==> src/rtl/bp_me_cce_id_to_addr_gen.sv <==
// Sweeps a block-aligned DRAM region and emits, in ascending order, every
// cache-block address whose block index maps to the given CCE (index mod num_cce_p).
module bp_me_cce_id_to_addr_gen #(
    parameter int paddr_width_p     = 40,
    parameter int num_cce_p         = 4,
    parameter int cce_block_width_p = 512,
    parameter int count_width_p     = 32,
    localparam int cce_id_width_lp  = (num_cce_p > 1) ? $clog2(num_cce_p) : 1
) (
    input  logic                       clk_i,
    input  logic                       reset_i,
    output logic                       ready_o,
    input  logic                       start_i,
    input  logic [cce_id_width_lp-1:0] cce_id_i,
    input  logic [paddr_width_p-1:0]   base_paddr_i,
    input  logic [count_width_p-1:0]   num_blocks_i,
    output logic                       addr_v_o,
    output logic [paddr_width_p-1:0]   addr_o,
    input  logic                       addr_ready_and_i,
    output logic                       done_o
);

    localparam int block_offset_lp = $clog2(cce_block_width_p/8);
    localparam int bidx_w_lp       = paddr_width_p - block_offset_lp;
    // One extra bit so sums past the top block index are visible as overflow
    localparam int ext_w_lp        = bidx_w_lp + 1;
    localparam logic [ext_w_lp-1:0] cce_mask_lp = ext_w_lp'(num_cce_p - 1);
    localparam logic [ext_w_lp-1:0] cce_step_lp = ext_w_lp'(num_cce_p);

    typedef enum logic [1:0] {IDLE, INIT, EMIT, DONE} state_e;

    state_e                     state_q, state_d;
    logic [cce_id_width_lp-1:0] cce_id_q, cce_id_d;
    logic [ext_w_lp-1:0]        b0_q, b0_d;
    logic [count_width_p-1:0]   num_blocks_q, num_blocks_d;
    logic [ext_w_lp-1:0]        cur_q, cur_d;
    logic [ext_w_lp-1:0]        end_q, end_d;

    logic [ext_w_lp-1:0] first_idx, end_idx, next_idx;
    logic                unused_base_bits;

    assign unused_base_bits = ^base_paddr_i[block_offset_lp-1:0];

    // Masking with num_cce_p-1 is the modulo because num_cce_p is a power of two
    assign first_idx = b0_q + ((ext_w_lp'(cce_id_q) - b0_q) & cce_mask_lp);
    assign end_idx   = b0_q + ext_w_lp'(num_blocks_q);
    assign next_idx  = cur_q + cce_step_lp;

    always_ff @(posedge clk_i or posedge reset_i) begin
        if (reset_i) begin
            state_q      <= IDLE;
            cce_id_q     <= '0;
            b0_q         <= '0;
            num_blocks_q <= '0;
            cur_q        <= '0;
            end_q        <= '0;
        end else begin
            state_q      <= state_d;
            cce_id_q     <= cce_id_d;
            b0_q         <= b0_d;
            num_blocks_q <= num_blocks_d;
            cur_q        <= cur_d;
            end_q        <= end_d;
        end
    end

    always_comb begin
        state_d      = state_q;
        cce_id_d     = cce_id_q;
        b0_d         = b0_q;
        num_blocks_d = num_blocks_q;
        cur_d        = cur_q;
        end_d        = end_q;
        ready_o      = 1'b0;
        addr_v_o     = 1'b0;
        addr_o       = '0;
        done_o       = 1'b0;

        case (state_q)
            IDLE: begin
                ready_o = 1'b1;
                if (start_i) begin
                    cce_id_d     = cce_id_i;
                    b0_d         = ext_w_lp'(base_paddr_i[paddr_width_p-1:block_offset_lp]);
                    num_blocks_d = num_blocks_i;
                    state_d      = INIT;
                end
            end
            INIT: begin
                end_d = end_idx;
                if ((first_idx >= end_idx) || first_idx[bidx_w_lp]) begin
                    state_d = DONE;
                end else begin
                    cur_d   = first_idx;
                    state_d = EMIT;
                end
            end
            EMIT: begin
                addr_v_o = 1'b1;
                addr_o   = {cur_q[bidx_w_lp-1:0], {block_offset_lp{1'b0}}};
                if (addr_ready_and_i) begin
                    if ((next_idx >= end_q) || next_idx[bidx_w_lp]) begin
                        state_d = DONE;
                    end else begin
                        cur_d = next_idx;
                    end
                end
            end
            DONE: begin
                done_o  = 1'b1;
                state_d = IDLE;
            end
            default: state_d = IDLE;
        endcase
    end

endmodule

==> config.mk <==
export PLATFORM = sky130hd
export DESIGN_NAME = bp_me_cce_id_to_addr_gen
export DESIGN_NICKNAME = d
export VERILOG_FILES = /design/src/rtl/bp_me_cce_id_to_addr_gen.sv
export SDC_FILE = /design/constraint.sdc
export NUM_CORES = 1
export LEC_CHECK = 0
export CAP_MARGIN = 20
export CORE_ASPECT_RATIO = 1.5
export CORE_MARGIN = 2
export CORE_UTILIZATION = 40
export DETAILED_ROUTE_END_ITERATION = 8
export PLACE_DENSITY = 0.69
export SLEW_MARGIN = 5
export SYNTH_ARGS = -nofsm -noshare
export SYNTH_HDL_FRONTEND = slang
export SYNTH_SLANG_ARGS = --single-unit
==> constraint.sdc <==
create_clock -name clk_i -period 7.2 [get_ports clk_i]
set_clock_uncertainty 0.05 [all_clocks]
set_input_delay 1.08 -clock clk_i [delete_from_list [all_inputs] [get_ports clk_i]]
set_output_delay 1.08 -clock clk_i [all_outputs]
set_load 0.005 [all_outputs]
==> results of run 1 <==
synthesized netlist by cell type, types with 11 or more instances:
cell	n	area (um2)
and3_1	16	100
nor2_1	35	131
ha_1	109	1360
a21o_1	26	195
mux2_2	75	845
xnor2_1	61	534
inv_1	78	293
o21ai_0	30	150
dfrtp_1	140	3500
and2_1	37	231
nand2b_1	11	68.8
clkbuf_1	21	78.8
a21oi_1	61	305
nand2_1	63	236
mux2i_1	53	531
nand3_1	39	195
xor2_1	33	289
nand4_1	22	138
cell usage in the layout, fill, tap and decap left out, types with 10 or more instances in the layout:
master and n:
nand4_1 22, inv_1 77, nand2b_1 11, nand3_1 39, buf_4 11, ha_1 107
and2_1 37, a21o_1 26, xnor2_1 61, mux2_2 75, xor2_1 33, a21oi_1 61
a211oi_1 10, and3_1 16, mux2i_1 53, dfrtp_1 140, nand2_1 62, nor2_1 35
clkdlybuf4s50_1 108, clkbuf_16 17, o21ai_0 30
area by class of cell:
| type | instances | area [um2] | share of cell area |
|---|---|---|---|
| multi-input combinational | 815 | 6560 | 0.523 |
| clock buffer | 25 | 515 | 0.0411 |
| timing repair buffer | 119 | 1160 | 0.0928 |
| sequential | 140 | 3500 | 0.279 |
| inverter | 78 | 298 | 0.0238 |
| clock inverter | 6 | 82.6 | 0.00659 |
| tap | 333 | 417 | 0.0332 |
state kept, by name (all words and copies together) (netlist names):
name and cells:
cur_q 35, end_q 35, b0_q 34, num_blocks_q 32, cce_id_q 2, state_q 2
layer usage:
| layer | track usage | part of all wire |
|---|---|---|
| met5 | 0 | 0 |
| met4 | 0.0818 | 0.033 |
| met3 | 0.0322 | 0.034 |
| met2 | 0.351 | 0.52 |
| met1 | 0.230 | 0.41 |
kinds of logic after synthesis:
kind of cell | synth area share
AOI/OAI and AO/OA | 0.122
xor gates and xnor gates | 0.0795
adders and majority gates | 0.135
buffers and inverters | 0.0501
DFF | 0.332
muxes | 0.137
other | 0.000355
and+or+nand+nor | 0.145
critical path, cell delays in order (launching register included):
cell and delay [ns]:
dfrtp_1 0.46, ha_1 0.32, a21o_1 0.19, nand4_1 0.09, nand3_1 0.15, a21oi_1 0.53
o221ai_1 0.27, a31oi_1 0.48, o21ai_0 0.27, mux2i_1 0.26, nand2_1 0.10, ha_1 0.29
nand4_1 0.07, or3_1 0.38, or4_1 0.53, o221a_1 0.26, and2_4 0.29, buf_4 0.21
o221a_2 0.26
worst paths after layout:
path	endpoint	slack [ns]	cells after the start
worst max-delay path	cur_q[27]	1.62	18
worst min-delay path	num_blocks_q[11]	0.46	1
worst max register to register	cur_q[27]	1.62	18
worst min register to register	num_blocks_q[11]	0.46	1
max in group asynchronous	cur_q[25]	4.67	3
min in group asynchronous	b0_q[21]	1.12	2
stage by stage:
stage | setup WS (ns) | hold WS (ns) | util
after detailed placement | 1.65 | 0.448 | 0.462
final | 1.62 | 0.459 | 0.485
after global placement | 1.67 | 0.443 | 0.462
after floorplan | 2.32 | 0.412 | -
after CTS | 1.61 | 0.464 | 0.485
after global routing | 1.25 | 0.475 | 0.485
==> metrics.md, run 1 <==
| Metric | Value |
|---|---|
| Cts hold-fix bufs | 0 |
| Max-slew violations | 0 |
| Fillers | 2388 |
| Via density | 5.42 |
| Status | completed |
| Worst hold path type | flop to flop |
| Clock tree buffer depth | 2 |
| Yosys reg bits | 140 |
| Post-synth cell types | 70 |
| Setup TNS | 0 ns |
| Final HPWL DP | 20.1 mm |
| Crit path max fanout | 25 |
| TritonCTS clock tree | yes |
| Detailed Routing Iterations Pass 1 | 5 |
| Placed inst area | 11900 um2 |
| Fraction of layout cells with a size suffix above 1 | 0.125 |
| Slew HR | 0.393 |
| Avg WL per Cell | 17.3 um |
| Row cnt | 72 |
| Vias in the first global route | 8406 |
| Arr. time, crit path | 5.85 ns |
| Design area | 12500 um2 |
| Die height | 203 um |
| Unrepaired setup endpoints after global routing | no |
| Post-route ant nets | 0 |
| Syn Std Cell Area | 10600 um2 |
| Final nets | 1361 |
| Post-synthesis sequential area ratio | 0.332 |
| Total CTS buffers | 17 |
| TritonCTS Sinks | 140 |
| Routability Congestion | 0.877 |
| Total track usage | 0.197 |
| Min cycle time layout | 5.58 ns |
| Layout Cells excl Fill | 1516 |
| IO Port Bufs | 108 |
| Die W | 137 um |
| Root Buffer | clkbuf_16 |
| Final hold vios | 0 |
| First-pass GRT wire length | 42.5 mm |
| Tightest Pin Transition | 0.910 ns |
| Source of the worst hold timing path | num_blocks_q[11] |
| Worst setup EP type | flop |
| Number of enable flip-flop cells after synthesis | 0 |
| Clock transition at the registers of the reported paths | 0.06 ns |
| Nature of the critical path startpoint | flop |
| Post-synth top flop | dfrtp_1 |
| IO Pins | 121 |
| Drt drc | 0 |
| WP data required | 7.46 ns |
| Placed Instances | 1485 |
| Max Clock Freq | 179 MHz |
| Clk_lat worst skew | 0.43 ns |
| 1st-iter DRT viols | 396 |
| Crit path launch | b0_q[1] |
| Average cell area after synthesis | 9.83 um2 |
| GR Overflow Total | 0 |
| R2R Path Start | b0_q[1] |
| Synth-to-Final Area Change | 18.7% |
| Post-synthesis cell count | 1074 |
| CTS H-tree depth | 4 |
| Detailed Route WL | 26.2 mm |
| Ys Warns | 0 |
| Resize count post-CTS | 0 |
| Initial antenna violation count | 0 |
| Core area | 25900 um2 |
| Largest net degree at the start of global routing | 88 |
| Total number of vias | 8217 |
| Die ar. | 27700 um2 |
| Setup bufs post-CTS | 0 |
| Starting Density | 0.409 |
| Max Cap Viol | 0 |
| Final setup violation count | 0 |
| Ys async rst share | 1.00 |
| Period utilization | 0.776 |
| # diodes | 0 |
| WS Path Type | flop to flop |
Power of run 1 is not shown: default switching activity piles up to over one toggle a cycle in this logic, so the estimate is an artifact.
==> inputs of run 2 (changes only) <==
Clock period 7.2 ns to 5.4 ns, I/O delays scaled along.
==> run 2 against run 1 <==
  * Global-route usage increased by 0.82 points
  * Critical path depth up 1
  * Die area unchanged
==> metrics.md, run 2 (synthesized netlist as in run 1, its figures left out) <==
| Metric | Value |
|---|---|
| Crit-path slowest cell | or4_1 |
| Routability Congestion | 0.889 |
| Clock transition at the registers of the reported paths | 0.06 ns |
| Final hold vios | 0 |
| Design area | 12900 um2 |
| Drt drc | 0 |
| Die ar. | 27700 um2 |
| First-pass GRT wire length | 44.1 mm |
| IO Port Bufs | 108 |
| Crit path max fanout | 8 |
| Fraction of layout cells with a size suffix above 1 | 0.163 |
| Avg WL per Cell | 17.5 um |
| Slew HR | 0.490 |
| Via density | 5.41 |
| Total CTS buffers | 17 |
| # diodes | 0 |
| Vias in the first global route | 8685 |
| Worst Path Buf+Inv | 3 |
| R2R Setup Slk | 0.23 ns |
| Placed inst area | 12200 um2 |
| Worst hold path type | flop to flop |
| Row cnt | 72 |
| CTS H-tree depth | 4 |
| Worst setup EP type | flop |
| IO Pins | 121 |
| Final nets | 1402 |
| Clock tree buffer depth | 2 |
| Post-route ant nets | 0 |
| Detailed Route WL | 27.3 mm |
| WS Path Type | flop to flop |
| Most frequent cells in the layout | dfrtp_1, clkdlybuf4s50_1, ha_1, inv_1, mux2_2 |
| Initial antenna violation count | 0 |
| Clk_lat worst skew | 0.43 ns |
| Die height | 203 um |
| TritonCTS Sinks | 140 |
| Starting Density | 0.409 |
| Nature of the critical path startpoint | flop |
| Biggest regs | cur_q x35, end_q x35, b0_q x34 |
| Status | completed |
| Arr. time, crit path | 5.45 ns |
| Total number of vias | 8423 |
| Final setup violation count | 0 |
| Most common cell after layout, fill and taps aside | dfrtp_1 |
| Final HPWL DP | 20.9 mm |
| Crit path top cell by count | buf_4 |
| Max Cap Viol | 0 |
| GR Overflow Total | 0 |
| CP peak stage delay | 0.53 ns |
| Total track usage | 0.205 |
| Tightest Pin Transition | 0.766 ns |
| Setup TNS | 0 ns |
| 1st-iter DRT viols | 546 |
| Die W | 137 um |
| Min cycle time layout | 5.17 ns |
| Detailed Routing Iterations Pass 1 | 4 |
| Crit-path leading delay family | compound AO/OA/AOI/OAI gates |
| TritonCTS clock tree | yes |
| CP cell instances | ha_1, a21o_1, nand4_1, nand3_1, a21oi_1, buf_4, buf_4, o2111ai_1, o221ai_1, o31ai_2, xnor2_1, ha_1, nand3_1, or3_4, or4_1, o221a_1, and2_2, buf_4, o221a_2 |
| Period utilization | 0.958 |
| Root Buffer | clkbuf_16 |
| Max-slew violations | 0 |
| WP data required | 5.67 ns |
| Synth-to-Final Area Change | 21.7% |
| Cts hold-fix bufs | 0 |
| Largest net degree at the start of global routing | 75 |
| Core area | 25900 um2 |
| Max Clock Freq | 193 MHz |
==> run 2: cell types whose count changed in the layout (fill, tap and decap cells not counted), sizes merged <==
cell | previous run | this run
bufinv | 2 | 1
clkinv | 3 | 6
clkbuf | 25 | 24
buf | 11 | 51
and2 | 38 | 39
==> run 2: final timing paths <==
kind | from | to | cells past startpoint
worst min-delay path | cce_id_q[0] | cce_id_q[0] | 1
worst min register to register | cce_id_q[0] | cce_id_q[0] | 1
worst max register to register | b0_q[1] | cur_q[5] | 19
max in group asynchronous | reset_i | cce_id_q[1] | 3
min in group asynchronous | reset_i | num_blocks_q[21] | 2
worst max-delay path | b0_q[1] | cur_q[5] | 19
==> run 2: final cells by class <==
type                    instances  area, um2
multi-input cells             816       6630
clock buffers                  24        472
well taps                     333        417
repair buffers                159       1460
clock inverters                 8       67.6
fillers                      2380      13000
flip-flops and latches        140       3500
inverters                      78        298
==> run 2: what timing repair did <==
| action | 4_1_cts | 5_1_grt |
|---|---|---|
| gates cloned | 0 | 1 |
| pin swaps | 0 | 2 |
| endpoints found under the setup margin | 7 | 35 |
| resized for setup | 1 | 14 |
| buffers inserted | 2 | 2 |
==> run 2: routing by layer <==
metal,vias up,share of wire,wire (um),track usage
met2,186,0.53,14400,0.370
met5,-,0,0,0
li1,4104,-,-,-
met4,0,0.028,776,0.0778
met3,43,0.034,941,0.0315
met1,4090,0.41,11100,0.240
==> run 2: metrics by stage <==
step	setup WS [ns]	instances	hold slack (ns)	util
4_1_cts	0.0176	1555	0.457	0.494
3_3_place_gp	0.0499	1521	0.443	0.472
2_1_floorplan	0.543	1079	0.412	-
6_report	0.226	1558	0.456	0.497
3_5_place_dp	-0.0110	1521	0.444	0.472
5_1_grt	-0.00158	1558	0.470	0.497
Power of run 2 is left out for the same reason.
